**config.mk**
```make
export PLATFORM = sky130hd
export DESIGN_NAME = apb3_master
export DESIGN_NICKNAME = d
export VERILOG_FILES = /design/src/rtl/apb3_pkg.sv /design/src/rtl/apb3_wait_timer.sv /design/src/rtl/apb3_master.sv
export SDC_FILE = /design/constraint.sdc
export NUM_CORES = 1
export LEC_CHECK = 0
export BUFFER_PORTS_ARGS = -buffer_cell sky130_fd_sc_hd__buf_2
export CORE_ASPECT_RATIO = 0.8
export CORE_UTILIZATION = 50
export DETAILED_ROUTE_END_ITERATION = 10
export HOLD_SLACK_MARGIN = 0.08
export MAX_ROUTING_LAYER = met4
export PLACE_DENSITY_LB_ADDON = 0.3
export SYNTH_ARGS = -nofsm -noshare
export SYNTH_HDL_FRONTEND = slang
export SYNTH_SLANG_ARGS = --single-unit
```
**constraint.sdc**
```tcl
create_clock -name PCLK -period 3.6 [get_ports PCLK]
set_input_delay 0.36 -clock PCLK [delete_from_list [all_inputs] [get_ports PCLK]]
set_output_delay 0.36 -clock PCLK [all_outputs]
set_load 0.1 [all_outputs]
```
**src/rtl/apb3_pkg.sv**
```systemverilog
// Shared types and constants for the APB3 requester.
package apb3_pkg;

    typedef enum logic [1:0] {
        IDLE,
        SETUP,
        ACCESS
    } apb3_state_t;

    localparam int APB3_TIMEOUT_DISABLED = 0;

endpackage

```
**src/rtl/apb3_wait_timer.sv**
```systemverilog
// Wait-state watchdog: counts stalled ACCESS cycles and flags the last one allowed.
module apb3_wait_timer
    import apb3_pkg::*;
#(
    parameter int TIMEOUT_CYCLES = 16
) (
    input  logic PCLK,
    input  logic PRESETn,
    input  logic clear,
    input  logic count_en,
    output logic expired
);

    localparam int CW    = (TIMEOUT_CYCLES > 0) ? $clog2(TIMEOUT_CYCLES + 1) : 1;
    localparam int LIMIT = (TIMEOUT_CYCLES > 0) ? TIMEOUT_CYCLES - 1 : 0;

    logic [CW-1:0] count;

    // Saturates so a disabled watchdog never wraps back into a false match.
    always_ff @(posedge PCLK or negedge PRESETn) begin
        if (!PRESETn) begin
            count <= '0;
        end else if (clear) begin
            count <= '0;
        end else if (count_en && (count != {CW{1'b1}})) begin
            count <= count + CW'(1);
        end
    end

    assign expired = (TIMEOUT_CYCLES != APB3_TIMEOUT_DISABLED) && (count == CW'(LIMIT));

endmodule

```
**src/rtl/apb3_master.sv**
```systemverilog
// APB3 requester: turns valid/ready commands into single SETUP/ACCESS transfers
// and reports completion, slave error or watchdog timeout as a one-cycle pulse.
module apb3_master
    import apb3_pkg::*;
#(
    parameter int N_BIT_DATA     = 32,
    parameter int N_BIT_ADDRESS  = 4,
    parameter int TIMEOUT_CYCLES = 16
) (
    input  logic                     PCLK,
    input  logic                     PRESETn,
    input  logic                     cmd_valid,
    output logic                     cmd_ready,
    input  logic                     cmd_write,
    input  logic [N_BIT_ADDRESS-1:0] cmd_addr,
    input  logic [N_BIT_DATA-1:0]    cmd_wdata,
    output logic                     rsp_valid,
    output logic [N_BIT_DATA-1:0]    rsp_rdata,
    output logic                     rsp_err,
    output logic                     rsp_timeout,
    output logic                     PSEL,
    output logic                     PENABLE,
    output logic                     PWRITE,
    output logic [N_BIT_ADDRESS-1:0] PADDR,
    output logic [N_BIT_DATA-1:0]    PWDATA,
    input  logic [N_BIT_DATA-1:0]    PRDATA,
    input  logic                     PREADY,
    input  logic                     PSLVERR
);

    // state  | meaning
    // IDLE   | ready for a command, bus idle
    // SETUP  | PSEL high, PENABLE low, one cycle
    // ACCESS | PSEL and PENABLE high, waiting on PREADY or watchdog

    apb3_state_t state;
    logic        expired;

    apb3_wait_timer #(
        .TIMEOUT_CYCLES(TIMEOUT_CYCLES)
    ) u_wait_timer (
        .PCLK    (PCLK),
        .PRESETn (PRESETn),
        .clear   (state == SETUP),
        .count_en((state == ACCESS) && !PREADY),
        .expired (expired)
    );

    always_ff @(posedge PCLK or negedge PRESETn) begin
        if (!PRESETn) begin
            state       <= IDLE;
            cmd_ready   <= 1'b0;
            rsp_valid   <= 1'b0;
            rsp_rdata   <= '0;
            rsp_err     <= 1'b0;
            rsp_timeout <= 1'b0;
            PSEL        <= 1'b0;
            PENABLE     <= 1'b0;
            PWRITE      <= 1'b0;
            PADDR       <= '0;
            PWDATA      <= '0;
        end else begin
            rsp_valid <= 1'b0;
            case (state)
                IDLE: begin
                    cmd_ready <= 1'b1;
                    if (cmd_valid && cmd_ready) begin
                        PWRITE    <= cmd_write;
                        PADDR     <= cmd_addr;
                        PWDATA    <= cmd_wdata;
                        PSEL      <= 1'b1;
                        cmd_ready <= 1'b0;
                        state     <= SETUP;
                    end
                end
                SETUP: begin
                    PENABLE <= 1'b1;
                    state   <= ACCESS;
                end
                ACCESS: begin
                    // A completing PREADY wins over a watchdog expiring on the same edge.
                    if (PREADY) begin
                        PSEL        <= 1'b0;
                        PENABLE     <= 1'b0;
                        cmd_ready   <= 1'b1;
                        rsp_valid   <= 1'b1;
                        rsp_err     <= PSLVERR;
                        rsp_timeout <= 1'b0;
                        rsp_rdata   <= PWRITE ? '0 : PRDATA;
                        state       <= IDLE;
                    end else if (expired) begin
                        PSEL        <= 1'b0;
                        PENABLE     <= 1'b0;
                        cmd_ready   <= 1'b1;
                        rsp_valid   <= 1'b1;
                        rsp_err     <= 1'b1;
                        rsp_timeout <= 1'b1;
                        rsp_rdata   <= '0;
                        state       <= IDLE;
                    end
                end
                default: begin
                    PSEL    <= 1'b0;
                    PENABLE <= 1'b0;
                    state   <= IDLE;
                end
            endcase
        end
    end

    ap_enable_needs_select: assert property (@(posedge PCLK) disable iff (!PRESETn)
        PENABLE |-> PSEL);

    ap_enable_after_setup: assert property (@(posedge PCLK) disable iff (!PRESETn)
        $rose(PENABLE) |-> ($past(PSEL) && !$past(PSEL, 2)));

    ap_select_drops_with_enable: assert property (@(posedge PCLK) disable iff (!PRESETn)
        ($past(PENABLE) && !PENABLE) |-> !PSEL);

endmodule

```
[After elaboration in Yosys (flattened, before gate mapping)]
Cells that the tools add are included.
Storage, ports and cells
  flip-flop bits (word level): 82
  output and inout port bits: 75
Operators by class
  $add $sub $neg: 1
  equality and inequality tests: 6
  muxes and demuxes: 23
  bitwise logic cells: 2
  reductions and logical operators: 14
Operator list (number)
  32-bit 2-to-1 mux: 3
  1-bit 2-to-1 mux: 11
  5-bit 2-to-1 mux: 2
  2-bit AND reduction: 5
  2-bit 2-to-1 mux: 3
  1-bit one-hot mux with 3 select lines: 2
  2-bit one-hot mux with 3 select lines: 1
  2-bit nonzero test: 3
  5-bit by 1-bit adder with 5-bit output (second input constant): 1
  5-bit by 4-bit == test with 1-bit output (second input constant): 1
  5-bit inequality test (second input constant): 1
  1-bit logical AND: 3
  3-bit inequality test (second input constant): 1
  3-bit AND reduction: 1
  2-bit by 1-bit == test with 1-bit output (second input constant): 1
  2-bit == test (second input constant): 1
  2-bit zero test: 1
  2-bit inequality test (second input constant): 1
  1-bit inverter: 2
  1-bit one-hot mux with 2 select lines: 1
  1-bit zero test: 1

[Depth between registers and ports, before layout]
  depth in word-level cells: 5
  mapped depth: 7

[By module]
Synthesis repeated with hierarchy kept, for this count alone.
Unflattened totals
  cells, all modules: 272
  area, all modules: 3465.8 um2
By module, submodules not included
  apb3_master: instances 1, cells an instance 248, area an instance 3193.1 um2, sequential area each 1926.8 um2
  apb3_wait_timer: instances 1, cells an instance 24, area an instance 272.8 um2, sequential area each 125.1 um2

[Worst setup path before layout]
Ideal clock, no wire load.
  kind: flip-flop to flip-flop
  start: register cmd_ready
  end: register PWDATA[12]
  data arrival time: 1773 ps
  data required time: 3475 ps
  slack: 1702 ps
  cell stages (with the launch flop): 5
  path buffers: 2
  cells stage by stage: dfrtp_1 > and3_1 > buf_6 > buf_6 > mux2_2
On the way
  word-level cells in the longest chain between the ends: 2
Ends and longest elaborated chain
  start: declaration: line apb3_master.sv:13  | output logic cmd_ready,
  start signal: assignment: line apb3_master.sv:52  | cmd_ready <= 1'b0;
  start signal: assignment: line apb3_master.sv:66  | cmd_ready <= 1'b1;
  start signal: assignment: line apb3_master.sv:72  | cmd_ready <= 1'b0;
  1-bit logical AND: line apb3_master.sv:67  | if (cmd_valid && cmd_ready) begin
  2-bit AND reduction (no line)
  end signal: assignment: line apb3_master.sv:70  | PWDATA <= cmd_wdata;
  end: declaration: line apb3_master.sv:25  | output logic [N_BIT_DATA-1:0] PWDATA,
Every way passes these cells.
A chain may end at the register's enable or synchronous reset.

[Worst setup path after layout]
  start: register u_wait_timer.count[0]
  end: register rsp_rdata[4]
On the way
  word-level cells in the longest chain between the ends: 3
Ends and longest elaborated chain
  start: declaration: line apb3_wait_timer.sv:17  | logic [CW-1:0] count;
  start signal: assignment: line apb3_wait_timer.sv:26  | count <= count + CW'(1);
  5-bit by 4-bit == test with 1-bit output: line apb3_wait_timer.sv:30  | assign expired = (TIMEOUT_CYCLES != APB3_TIMEOUT_DISABLED) && (count == CW'(LIMIT));
  2-bit nonzero test (no line)
  2-bit AND reduction (no line)
  end signal: assignment: line apb3_master.sv:89  | rsp_rdata <= PWRITE ? '0 : PRDATA;
  end: declaration: line apb3_master.sv:18  | output logic [N_BIT_DATA-1:0] rsp_rdata,
Every way passes these cells.

==> metrics.txt <==
post-route ant nets 0; post-synthesis sequential area ratio 61.3%; syn_nets 361; largest net degree at the start of global routing 83; Critical Path RT 3.86 ns; Synth Area in Simple Gates 6.73%; initial antenna violation count 0; worst slew pin tran 1.06 ns; CTS tree built; die height 75.2 µm; critical path cell sequence ha_1 > and3_1 > ha_1 > nor2_2 > o21ai_0 > o21ai_0; FILL cells 520; clock network latency to the later pin of the worst-skew pair 0.34 ns; root buf cell clkbuf_8; FF+latch count, synth 82; H-tree depth 3; Via density 5.21; largest family of logic cells by synthesized area compound AO/OA/AOI/OAI gates; Adder-Cell Fraction of Synth Area 1.12%; kind of critical path flop to flop; Post-Syn Area per Cell 11.8 µm²; fmax 420 MHz; crit path DAT 2.64 ns; Synth Area in XOR/XNOR 0.262%; Post-CTS Hold Buffers 0; final count of hold timing violations 0; drt pass-1 iters 4; outcome completed; Setup crit start kind flop; endpoint class of the critical path flop; Setup-failing EPs final 0; post-synthesis mux area share 12.9%; RSZ-0062 raised after global routing no; r2r worst-path depth 6; HP Class primary input to async pin; Final min period 2.38 ns; post-CTS resize count 0; layout overhead on the synthesized area 28.0%; setup_tns 0 ns; critical path's slowest cell nor2_2; Compound-Gate Fraction of Synth Area 13.6%; Synth Warn # 0; CTS Buffer Depth 2; Critical Path Max Stage Delay 0.82 ns; Final Wtd Congestion 0.799; I/O pin count 149; Detailed Route Iter0 Violations 108; Site Rows 26; Total GRT Usage 22.5%; Die Width 93.5 µm; Worst R2R End rsp_rdata[4]$_DFFE_PN0P_; Clock Skew 0.00971 ns; die area 7030 µm²; ys async rst share 100%; R2R Setup Slk 1.22 ns; postcts setup bufs 0; fraction of layout cells with a size suffix above 1 45.8%; DP Worst Slack 1.23 ns; Gate Count Post-Synth 284; vias in the first global route 2,496; Final Cycle Share 66.1%; Clock Sinks 82; # DRC 0; Fin Hold WS 0.185 ns; fin nets 502; Max Cap Violations 0; placeable core region 6440 µm²; Netlist cell types 31; Routed Wire Length 7530 µm; clock transition at the registers of the reported paths 0.08 ns; total CTS buffers 9; first-pass GRT wire length 11,600 µm; relative slew slack 29.1%; Final Max Tran Viols 0; via count 2,678; number of synthesized flops with an enable pin 0; FF-to-FF Start u_wait_timer.count[0]$_DFFE_PN0P_; area of the mapped netlist 3350 µm²; hpwl dp 5140 µm; Crit Path Max Fanout 33; Port-buffer cells 148; global route total overflow 0; routed length per placed instance 14.7 µm; Ant. Diodes 0; Synth Flop Type dfrtp_1; final worst slack 1.22 ns; Initial Utilization 52.0%
==> layer usage <==
layer / track usage, % / vias up / part of all wire [%]
li1: - / 1264 / -
met1: 28.8 / 1276 / 45
met2: 35.0 / 132 / 46
met3: 6.97 / 6 / 8.3
met4: 6.50 / 0 / 0.65
met5: - / - / 0
==> placed cells by master, fill, tap and decap left out, types with 3 or more instances in the layout <==
| master | netlist | layout |
|---|---|---|
| o21ai_0 | 61 | 61 |
| ha_1 | 3 | 3 |
| mux2_2 | 25 | 25 |
| nor2_1 | 4 | 3 |
| dfrtp_1 | 82 | 82 |
| buf_4 | 0 | 3 |
| nand2_1 | 37 | 37 |
| o21ai_1 | 8 | 7 |
| buf_2 | 5 | 147 |
| a21oi_1 | 5 | 5 |
| a22o_1 | 3 | 3 |
| inv_1 | 4 | 4 |
| clkbuf_8 | 0 | 9 |
| mux2_4 | 4 | 4 |
| mux2_1 | 8 | 8 |
==> flip-flops by register name (all words and copies together), names as in the netlist <==
| name | count |
|---|---|
| PWDATA | 32 |
| rsp_rdata | 32 |
| u_wait_timer.count | 5 |
| PADDR | 4 |
| state | 2 |
| PENABLE | 1 |
| PSEL | 1 |
| PWRITE | 1 |
| cmd_ready | 1 |
| rsp_err | 1 |
| rsp_timeout | 1 |
| rsp_valid | 1 |
==> per-stage QoR <==
stage / cells / instance area (µm²) / utilization, %
3_5_place_dp: 498 / 4100 / 63.6
5_1_grt: 514 / 4280 / 66.5
4_1_cts: 514 / 4280 / 66.5
2_1_floorplan: 284 / 3350 / -
6_report: 514 / 4280 / 66.5
3_3_place_gp: 498 / 4100 / 63.6
==> Yosys cell counts (all sizes together) (2+ instances only) <==
library cell | number | share of area, %
dfrtp | 82 | 61
o21ai | 69 | 10
mux2 | 37 | 13
nand2 | 37 | 4.1
buf | 10 | 2.4
clkbuf | 10 | 1.2
a21oi | 5 | 0.75
inv | 4 | 0.45
nor2 | 4 | 0.45
a22o | 3 | 0.79
and3 | 3 | 0.56
ha | 3 | 1.1
nor2b | 3 | 0.56
a31oi | 2 | 0.37
==> worst max-delay path by stage <==
stage	cells past startpoint	endpoint	slack (ns)	from
floorplan	4	PWDATA[12]$_DFFE_PN0P_	1.70	cmd_ready$_DFFE_PN0P_
global placement	7	rsp_err$_DFFE_PN0P_	1.33	u_wait_timer.count[0]$_DFFE_PN0P_
detailed placement	6	rsp_rdata[4]$_DFFE_PN0P_	1.23	u_wait_timer.count[0]$_DFFE_PN0P_
CTS	6	rsp_rdata[4]$_DFFE_PN0P_	1.21	u_wait_timer.count[0]$_DFFE_PN0P_
global route	6	rsp_rdata[19]$_DFFE_PN0P_	1.0	u_wait_timer.count[0]$_DFFE_PN0P_
finish	6	rsp_rdata[4]$_DFFE_PN0P_	1.22	u_wait_timer.count[0]$_DFFE_PN0P_
==> cell type report <==
| class | instances | area, µm² | area share [%] |
|---|---|---|---|
| clock buffers | 11 | 131 | 3.07 |
| clock inverters | 5 | 55.1 | 1.29 |
| inverters | 4 | 15.0 | 0.350 |
| multi-input cells | 178 | 1170 | 27.2 |
| flip-flops and latches | 82 | 2050 | 47.9 |
| well taps | 84 | 105 | 2.45 |
| repair buffers | 150 | 758 | 17.7 |
==> critical path: cells and delay by family, from the launching register on <==
| kind | cells | cell delay (ns) |
|---|---|---|
| fa+ha+maj | 2 | 0.47 |
| flops | 1 | 0.42 |
| simple gates | 2 | 1.02 |
| compound gates | 2 | 0.39 |
==> logic make-up (layout without fill, tap and decap cells) <==
family	Yosys count	in the layout
xor gates and xnor gates	1	1
and+or+nand+nor	52	52
DFF	82	82
AOI/OAI and AO/OA	85	85
muxes	37	37
buffers and inverters	24	170
adders and majority gates	3	3
Power is left out: the tool's default activity adds up to more than one toggle a clock period on the data nets, which glitch-free logic cannot reach.
